$ cat config.mk
export PLATFORM = sky130hd
export DESIGN_NAME = d_sequencer
export DESIGN_NICKNAME = d
export VERILOG_FILES = /design/src/rtl/d_sequencer.sv
export SDC_FILE = /design/constraint.sdc
export NUM_CORES = 1
export LEC_CHECK = 0
export CAP_MARGIN = 20
export CORE_AREA = 10 10 92 94
export DETAILED_ROUTE_END_ITERATION = 6
export DIE_AREA = 0 0 102 104
export PLACE_DENSITY = 0.55
export REMOVE_ABC_BUFFERS = 1
export SLEW_MARGIN = 25
export SYNTH_ARGS = -nofsm -noshare
export SYNTH_HDL_FRONTEND = slang
export SYNTH_SLANG_ARGS = --single-unit
$ cat constraint.sdc
create_clock -name iclk -period 4.1 [get_ports iclk]
set_input_delay 0.82 -clock iclk [delete_from_list [all_inputs] [get_ports iclk]]
set_output_delay 0.82 -clock iclk [all_outputs]
set_load 0.005 [all_outputs]
$ cat src/rtl/d_sequencer.sv
// Multi-block transfer sequencer for the SD DAT-line driver.
// Issues per-block start pulses, retries CRC failures, waits out card busy.
module d_sequencer #(
  parameter int CNT_W     = 8,
  parameter int MAX_RETRY = 3,
  parameter int TIMEOUT   = 65535
) (
  input  logic             iclk,
  input  logic             irst,
  input  logic             ireq_read,
  input  logic             ireq_write,
  input  logic [CNT_W-1:0] inum_blocks,
  output logic             ostart_read,
  output logic             ostart_write,
  input  logic             idone,
  input  logic             icrc_fail,
  input  logic             idat0,
  output logic             obusy,
  output logic [CNT_W-1:0] oblk_cnt,
  output logic             odone,
  output logic             oerror,
  output logic             oerr_crc,
  output logic             oerr_timeout
);

  localparam int TW = (TIMEOUT > 2) ? $clog2(TIMEOUT) : 1;
  localparam int RW = (MAX_RETRY > 1) ? $clog2(MAX_RETRY + 1) : 1;
  localparam logic [TW-1:0] T_LAST = TW'(TIMEOUT - 1);
  localparam logic [RW-1:0] R_MAX  = RW'(MAX_RETRY);

  typedef enum logic [2:0] {
    S_IDLE,
    S_START,
    S_WAIT,
    S_BUSY,
    S_NEXT,
    S_DONE,
    S_ERROR
  } state_t;

  state_t           state_q, state_d;
  logic             dir_q, dir_d;
  logic [CNT_W-1:0] count_q, count_d;
  logic [CNT_W-1:0] blk_d;
  logic [RW-1:0]    retry_q, retry_d;
  logic [TW-1:0]    timer_q, timer_d;
  logic             crc_d, to_d;

  always_comb begin
    state_d = state_q;
    dir_d   = dir_q;
    count_d = count_q;
    blk_d   = oblk_cnt;
    retry_d = retry_q;
    timer_d = timer_q;
    crc_d   = oerr_crc;
    to_d    = oerr_timeout;
    unique case (state_q)
      S_IDLE: begin
        if (ireq_read || ireq_write) begin
          // dir: 1 = write; read wins a tie
          dir_d   = !ireq_read;
          count_d = (inum_blocks == '0) ? CNT_W'(1)
                                        : inum_blocks;
          blk_d   = '0;
          retry_d = '0;
          crc_d   = 1'b0;
          to_d    = 1'b0;
          state_d = S_START;
        end
      end
      S_START: begin
        timer_d = '0;
        state_d = S_WAIT;
      end
      S_WAIT: begin
        timer_d = timer_q + TW'(1);
        if (idone) begin
          if (!icrc_fail) begin
            if (dir_q) begin
              timer_d = '0;
              state_d = S_BUSY;
            end else begin
              state_d = S_NEXT;
            end
          end else if (retry_q < R_MAX) begin
            retry_d = retry_q + RW'(1);
            state_d = S_START;
          end else begin
            crc_d   = 1'b1;
            state_d = S_ERROR;
          end
        end else if (timer_q == T_LAST) begin
          to_d    = 1'b1;
          state_d = S_ERROR;
        end
      end
      S_BUSY: begin
        timer_d = timer_q + TW'(1);
        if (idat0) begin
          state_d = S_NEXT;
        end else if (timer_q == T_LAST) begin
          to_d    = 1'b1;
          state_d = S_ERROR;
        end
      end
      S_NEXT: begin
        blk_d   = oblk_cnt + CNT_W'(1);
        retry_d = '0;
        state_d = (blk_d == count_q) ? S_DONE
                                     : S_START;
      end
      S_DONE:  state_d = S_IDLE;
      S_ERROR: state_d = S_IDLE;
      default: state_d = S_IDLE;
    endcase
  end

  // Outputs are registered from next-state values
  always_ff @(posedge iclk) begin
    if (!irst) begin
      state_q      <= S_IDLE;
      dir_q        <= 1'b0;
      count_q      <= '0;
      retry_q      <= '0;
      timer_q      <= '0;
      oblk_cnt     <= '0;
      oerr_crc     <= 1'b0;
      oerr_timeout <= 1'b0;
      ostart_read  <= 1'b0;
      ostart_write <= 1'b0;
      obusy        <= 1'b0;
      odone        <= 1'b0;
      oerror       <= 1'b0;
    end else begin
      state_q      <= state_d;
      dir_q        <= dir_d;
      count_q      <= count_d;
      retry_q      <= retry_d;
      timer_q      <= timer_d;
      oblk_cnt     <= blk_d;
      oerr_crc     <= crc_d;
      oerr_timeout <= to_d;
      ostart_read  <= (state_d == S_START) && !dir_d;
      ostart_write <= (state_d == S_START) && dir_d;
      obusy        <= (state_d != S_IDLE);
      odone        <= (state_d == S_DONE);
      oerror       <= (state_d == S_ERROR);
    end
  end

endmodule

### Yosys cells after proc, flatten, opt, wreduce, memory -nomap -nowiden

Cells that the tools add are included.

* mux-type cells: 32
* reductions and logical operators: 18
* $lt $le $gt $ge: 1
* add/subtract/negate cells: 3
* equality and inequality tests: 16

Operator list (count)
* 16-bit 2-to-1 mux: 3
* 16-bit case mux with 3 select lines: 1
* 3-bit 2-to-1 mux: 8
* 16-bit by 1-bit adder with 16-bit output, second input constant: 1
* 16-bit equality test, second input constant: 1
* 8-bit 2-to-1 mux: 2
* 8-bit case mux with 2 select lines: 1
* 3-bit case mux with 5 select lines: 1
* 2-bit inequality test, second input constant: 7
* 3-bit nonzero test: 4
* 5-bit AND reduction: 2
* 3-bit equality test, second input constant: 3
* 1-bit 2-to-1 mux: 9
* 8-bit by 1-bit adder with 8-bit output, second input constant: 1
* 8-bit equality test: 1
* 8-bit zero test: 1
* 2-bit 2-to-1 mux: 4
* 3-bit by 1-bit equality test with 1-bit output, second input constant: 2
* 3-bit by 2-bit equality test with 1-bit output, second input constant: 2
* 2-bit case mux with 3 select lines: 1
* 2-bit AND reduction: 2
* 4-bit AND reduction: 1
* 2-bit nonzero test: 2
* 3-bit zero test: 1
* other kinds (7): 9

* output and inout bits: 15
* logic and storage cells: 83
* flip-flop bits (word level): 45

### Longest topological paths before layout

Gate-level depths: netlist (run 1).

* depth after elaboration: 7
* depth in mapped cells: 8
* depth with buffers taken out: 8

### Worst setup path after synthesis (run 1)

Ideal clock, no wire load.

* kind: register to register
* start: register oblk_cnt[0]
* end: register oerror
* slack: 1.910 ns
* data arrival time: 2.103 ns
* period minus slack after synthesis: 2.190 ns
* stages on the path, launching flop included: 8
* path buffers: 0
* required time: 4.013 ns
* cell sequence: dfxtp_1 -> ha_1 -> xnor2_1 -> o22ai_1 -> or4_4 -> a2111oi_4 -> a21oi_2 -> nor4b_2

* word-level cells in the longest chain between the ends: 5

Ends and longest elaborated chain
* start: declaration: RTL line 19 `output logic [CNT_W-1:0] oblk_cnt,`
* start signal: assignment: RTL line 141 `oblk_cnt <= blk_d;`
* 8-bit by 1-bit adder with 8-bit output: RTL line 108 `blk_d = oblk_cnt + CNT_W'(1);`
* 8-bit equality test: RTL line 110 `state_d = (blk_d == count_q) ? S_DONE`
* 3-bit 2-to-1 mux: RTL line 110
* 3-bit case mux with 5 select lines: RTL line 58 `unique case (state_q)`
* 3-bit equality test: RTL line 148 `oerror <= (state_d == S_ERROR);`
* end signal: assignment: RTL line 148
* end: declaration: RTL line 21 `output logic oerror,`

Every way passes these cells.
A chain may end at the register's enable or synchronous reset.

### Worst setup path after layout (run 1)

* start: register state_q[1]
* end: register oerror

* word-level cells in the longest chain between the ends: 4

Ends and longest elaborated chain
* start: declaration: RTL line 41 `state_t state_q, state_d;`
* start signal: assignment: RTL line 136 `state_q <= state_d;`
* 3-bit 2-to-1 mux: RTL line 93, 102
* 3-bit 2-to-1 mux, on equally long branches: RTL line 100, 78
* 3-bit case mux with 5 select lines *: RTL line 58
* 3-bit equality test *: RTL line 148

Every way passes the cells marked *; elsewhere a longest branch is shown, timed or not.

==> results of run 1 <==
through the flow:
| stage | worst slack [ns] | util | instance area (sq um) |
|---|---|---|---|
| 3_3_place_gp | 1.24 | 0.395 | 2640 |
| 5_1_grt | 1.45 | 0.410 | 2740 |
| 3_5_place_dp | 1.54 | 0.395 | 2640 |
| 6_report | 1.63 | 0.410 | 2740 |
| 4_1_cts | 1.63 | 0.410 | 2740 |
| 2_1_floorplan | 1.91 | - | 2240 |
cells by family after synthesis:
| logic type | after synthesis | share of synthesized area |
|---|---|---|
| multiplexers | 1 | 0.00492 |
| flip-flops | 45 | 0.394 |
| AND/OR/NAND/NOR | 132 | 0.284 |
| XOR/XNOR | 21 | 0.0837 |
| buffers and inverters | 15 | 0.0317 |
| adder cells (fa/ha/maj) | 4 | 0.0219 |
| AO/OA/AOI/OAI | 63 | 0.180 |
critical path: cells and delay by family (launching register included):
family | cells | cell delay (ns)
AO/OA/AOI/OAI | 2 | 0.50
AND/OR/NAND/NOR | 4 | 1.42
flip-flops | 1 | 0.46
cells in the final DEF, fill, tap and decap left out, drive strengths merged, types with 6 or more instances in the layout:
cell type      count
dfxtp             45
nand2             36
nor2              33
clkdlybuf4s50     29
a21oi             20
o21ai             16
nor3              12
xor2              12
a21boi            11
nand3             10
xnor2              9
inv                6
nor2b              6
nand2b             6
nand4              6
clkbuf             6
layer usage:
layer  vias up  wire [um]  part of all wire
met5         -          0                 0
met3         9        258             0.048
met4         0         82             0.015
met2        37       2410              0.45
met1       907       2570              0.48
li1       1039          -                 -
area by class of cell:
cell class	instances	area (sq um)
inverter	6	22.5
tap	80	100
sequential	45	901
timing repair buffer	30	298
fill	689	3950
clock inverter	2	13.8
clock buffer	6	82.6
multi-input combinational	221	1320
worst paths after layout:
path,from,endpoint,slack [ns]
worst max-delay path,state_q[1],oerror,1.63
worst min-delay path,retry_q[1],retry_q[1],0.47
worst max register to register,state_q[1],oerror,1.63
worst min register to register,retry_q[1],retry_q[1],0.47
flip-flops by register name (all words and copies together), names as in the netlist:
register,count
state_q,3
oblk_cnt,8
count_q,8
timer_q,16
ostart_write,1
ostart_read,1
oerr_crc,1
retry_q,2
oerror,1
dir_q,1
oerr_timeout,1
odone,1
obusy,1
power by group through the flow:
stage | combinational, mW | sequential, mW | clock, mW
3_5_place_dp | 0.157 | 0.495 | 0
3_3_place_gp | 0.154 | 0.494 | 0
6_report | 0.155 | 0.485 | 0.295
5_1_grt | 0.176 | 0.489 | 0.320
2_1_floorplan | 0.101 | 0.488 | 0
4_1_cts | 0.157 | 0.484 | 0.306
==> results.sh, run 1 <==
export IMPL_status="finished clean"
export IMPL_dieArea_sq_um=10600
export IMPL_met2_usage=0.164
export IMPL_yosysWarnings=0
export IMPL_drv_slew=0
export IMPL_drc=0
export IMPL_ys_ff_latch=45
export IMPL_syn_cell_area_sq_um=2290
export IMPL_vias=1992
export IMPL_clk_latency_ns=0.30
export IMPL_syn_avg_cell_area_sq_um=8.14
export IMPL_cts_resized_gates=0
export IMPL_grt_pass1_wl_um=9170
export IMPL_drt_wl_total_um=5320
export IMPL_rsz0062_at_grt="false"
export IMPL_worstPathArrival_ns=2.68
export IMPL_dp_cells=382
export IMPL_tightest_slew_ns=0.746
export IMPL_core_sq_um=6680
export IMPL_critPathLaunchType="flip-flop"
export IMPL_critPathKind="reg -> reg"
export IMPL_synth_commonest_cells="dfxtp_1 (45), nand2_1 (36), nor2_1 (32)"
export IMPL_relSlewSlack=0.498
export IMPL_diodes=0
export IMPL_fin_hold_ws_ns=0.469
export IMPL_busiest_layer="met2"
export IMPL_worstPathCellList="nor2_2, nand2_1, or4_4, a2111oi_4, a21oi_2, nor4b_2"
export IMPL_hold_class="reg -> reg"
export IMPL_dp_hpwl_um=3950
export IMPL_p_int_mw=0.667
export IMPL_die_y_um=104
export IMPL_min_period_over_period=0.603
export IMPL_netlist_top_cell_by_area="dfxtp_1"
export IMPL_wire_per_inst_um=13.6
export IMPL_cts_setup_buffers=0
export IMPL_grt_max_degree=17
export IMPL_cts_tree="done"
export IMPL_power_density_nw_per_um2=341
export IMPL_track_usage=0.105
export IMPL_cts_sinks=45
export IMPL_clk_pin_slew_ns=0.08
export IMPL_synth_top_cells_by_area="dfxtp_1 (39%), nand2_1 (5.9%), nor2_1 (5.2%)"
export IMPL_drtAntennaViolNets=0
export IMPL_io_pins=30
export IMPL_required_ns=4.31
export IMPL_tns_ns=0
export IMPL_finalHoldViolCount=0
export IMPL_combPwrFrac=0.166
export IMPL_power_switching_mw=0.267
export IMPL_clk_path_buf_depth=2
export IMPL_fin_crit_ns=2.47
export IMPL_max_stage_delay_ns=0.63
export IMPL_r2r_cells=6
export IMPL_grt_use_met3=0.0233
export IMPL_synthCells=281
export IMPL_setup_violations=0
export IMPL_row_count=30
export IMPL_cts_buffers=5
export IMPL_synth_top_cell_area_share=0.394
export IMPL_synth_enable_flop_cells=0
export IMPL_firstDrtPassIters=4
export IMPL_start_util=0.343
export IMPL_port_buffers=29
export IMPL_cts_hold_buf=0
export IMPL_die_w_um=102
export IMPL_place_congestion=0.819
export IMPL_antenna_found_initial=0
export IMPL_swShare=0.286
export IMPL_stdcell_count=390
export IMPL_crit_path_end_kind="flip-flop"
export IMPL_via_per_inst=5.11
export IMPL_max_cap_violations=0
export IMPL_ys_types=45
export IMPL_fmax_ghz=0.404
export IMPL_slowest_stage="or4_4"
export IMPL_synthArstFlopShare=0
export IMPL_gr_total_overflow=0
export IMPL_p_leak_nw=0.928
export IMPL_drive_above_1_share=0.0677
export IMPL_ys_seq_area_frac=0.394
export IMPL_synthToLayoutAreaGrowth_pct=19.6
export IMPL_p_seq_frac=0.519
export IMPL_drt_iter0_markers=61
export IMPL_finalNetCount=328
export IMPL_final_setup_skew_ns=0.00757
export IMPL_whs_path_depth=2
export IMPL_peakVddDrop_mv=0.130
export IMPL_total_power_mw=0.934
export IMPL_pwr_share_clk=0.316
export IMPL_synthFlopType="dfxtp_1"
export IMPL_yosysMostFrequentCell="dfxtp_1"
export IMPL_grt_pass1_vias=1898
export IMPL_htreeDepth=2
export IMPL_use_met1=0.137
export IMPL_clockRootBuffer="clkbuf_8"
export IMPL_path_max_fanout=14
Power figures use the tool's default switching activity.
==> run 2: changes to the inputs <==
==> constraint.sdc (replaced) <==
create_clock -name iclk -period 2.5 [get_ports iclk]
set_input_delay 0.5 -clock iclk [delete_from_list [all_inputs] [get_ports iclk]]
set_output_delay 0.5 -clock iclk [all_outputs]
set_load 0.005 [all_outputs]
==> run 2 against run 1 <==
Effect of this change: design area rose by 3.7%; worst setup slack worse by 1.5 ns; fmax grew 5.8%; non-clock buffer count up 11; clock power grew 94%; sequential cell count unchanged; critical path type unchanged; largest power group unchanged; highest routed layer unchanged.
==> results.sh, run 2 (same netlist as run 1, synthesis figures left out) <==
export IMPL_status="finished clean"
export IMPL_cts_sinks=45
export IMPL_start_util=0.343
export IMPL_power_density_nw_per_um2=578
export IMPL_gr_total_overflow=0
export IMPL_grt_pass1_vias=1972
export IMPL_dieArea_sq_um=10600
export IMPL_rsz0062_at_grt="false"
export IMPL_design_area_sq_um=2840
export IMPL_drc=0
export IMPL_critPathLaunchType="flip-flop"
export IMPL_holdPathEnd="retry_q[1]"
export IMPL_drive_above_1_share=0.0997
export IMPL_largest_register="timer_q"
export IMPL_drt_wl_total_um=5390
export IMPL_antenna_found_initial=0
export IMPL_tightest_slew_ns=0.429
export IMPL_die_w_um=102
export IMPL_pwr_share_clk=0.349
export IMPL_worstHoldStart="retry_q[1]"
export IMPL_total_power_mw=1.64
export IMPL_dp_cells=393
export IMPL_critPathKind="reg -> reg"
export IMPL_drv_slew=0
export IMPL_htreeDepth=2
export IMPL_peakVddDrop_mv=0.228
export IMPL_cts_hold_buf=0
export IMPL_drtAntennaViolNets=0
export IMPL_vias=2019
export IMPL_relSlewSlack=0.709
export IMPL_timing_rr_start="oblk_cnt[0]"
export IMPL_r2r_setup_slack_ns=0.16
export IMPL_stdcell_count=401
export IMPL_power_switching_mw=0.430
export IMPL_grt_pass1_wl_um=9200
export IMPL_fmax_ghz=0.428
export IMPL_p_leak_nw=0.988
export IMPL_clk_path_buf_depth=2
export IMPL_crit_path_end_kind="flip-flop"
export IMPL_placed_area_sq_um=2720
export IMPL_startpoint="oblk_cnt[0]"
export IMPL_min_period_over_period=0.935
export IMPL_p_int_mw=1.21
export IMPL_p_seq_frac=0.477
export IMPL_final_cell_mix="dfxtp_1 (44), nand2_1 (36), nor2_1 (32), clkdlybuf4s50_1 (29), a21oi_1 (19)"
export IMPL_largest_reg_flops=16
export IMPL_wire_per_inst_um=13.4
export IMPL_firstDrtPassIters=6
export IMPL_fin_hold_ws_ns=0.483
export IMPL_diodes=0
export IMPL_swShare=0.262
export IMPL_synthToLayoutAreaGrowth_pct=24.1
export IMPL_worstPathArrival_ns=2.54
export IMPL_tns_ns=0
export IMPL_io_pins=30
export IMPL_whs_path_depth=2
export IMPL_hold_class="reg -> reg"
export IMPL_clockRootBuffer="clkbuf_8"
export IMPL_required_ns=2.71
export IMPL_place_congestion=0.789
export IMPL_dp_hpwl_um=4020
export IMPL_top_regs="timer_q: 16 flops, count_q: 8 flops, oblk_cnt: 8 flops"
export IMPL_layout_commonest_cell="dfxtp_1"
export IMPL_path_max_fanout=7
export IMPL_track_usage=0.104
export IMPL_row_count=30
export IMPL_worst_r2r_endpoint="oerror"
export IMPL_grt_max_degree=17
export IMPL_cts_tree="done"
export IMPL_final_setup_skew_ns=0.00467
export IMPL_clk_pin_slew_ns=0.09
export IMPL_drt_iter0_markers=91
export IMPL_finalHoldViolCount=0
export IMPL_core_sq_um=6680
export IMPL_finalNetCount=339
export IMPL_max_cap_violations=0
export IMPL_fin_crit_ns=2.34
export IMPL_dp_slack_ns=0.0999
export IMPL_layout_setup_ws_ns=0.163
export IMPL_final_core_util=0.425
export IMPL_die_y_um=104
export IMPL_combPwrFrac=0.175
export IMPL_r2r_cells=7
export IMPL_cts_buffers=5
export IMPL_via_per_inst=5.03
export IMPL_setup_violations=0
export IMPL_port_buffers=29
export IMPL_clk_latency_ns=0.30
run 2: changes by cell type in the layout (fill, tap and decap cells not counted):
cell | previous run | this run
ha_1 | 4 | 3
o21ai_2 | 1 | 0
dfxtp_2 | 0 | 1
buf_4 | 1 | 12
ha_2 | 0 | 1
clkinv_4 | 1 | 0
bufinv_16 | 0 | 1
clkbuf_1 | 0 | 1
dfxtp_1 | 45 | 44
o21ai_1 | 1 | 2
clkinv_2 | 1 | 0
run 2: routing by layer:
layer / global-route usage / vias up / part of all wire
li1: - / 1058 / -
met1: 0.133 / 916 / 0.48
met2: 0.163 / 35 / 0.45
met3: 0.0246 / 10 / 0.047
met4: 0.0413 / 0 / 0.021
met5: 0 / - / 0
run 2: worst max path at each step:
stage | to | slack (ns) | depth (start not counted)
floorplan | oerror | 0.31 | 7
global placement | oerror | 0.22 | 7
detailed placement | oerror | 0.1 | 7
CTS | oerror | 0.06 | 7
global route | oerror | 0.07 | 7
finish | oerror | 0.16 | 7
run 2: area by class of cell:
class | instances | area, sq um
clock buffers | 7 | 86.3
clock inverters | 1 | 30.0
fillers | 690 | 3840
inverters | 6 | 22.5
multi-input cells | 221 | 1320
flip-flops and latches | 45 | 902
well taps | 80 | 100
repair buffers | 41 | 380
run 2: power by group through the flow:
stage | Sequential (mW) | Clock, mW | Combinational (mW)
6_report | 0.782 | 0.572 | 0.287
5_1_grt | 0.787 | 0.616 | 0.327
4_1_cts | 0.781 | 0.592 | 0.290
3_5_place_dp | 0.798 | 0 | 0.289
3_3_place_gp | 0.798 | 0 | 0.286
2_1_floorplan | 0.801 | 0 | 0.165
run 2: critical path, cell delays in order, from the launching register on:
cell and delay, ns:
dfxtp_2 0.39, ha_2 0.26, xnor2_1 0.14, o22ai_1 0.11
or4_4 0.54, a2111oi_4 0.37, a21oi_2 0.15, nor4b_2 0.29
run 2: repair_timing:
| item | in CTS | in global routing |
|---|---|---|
| endpoints found under the setup margin | 0 | 1 |
| gates resized for setup | 0 | 2 |
| buffers inserted | 0 | 0 |
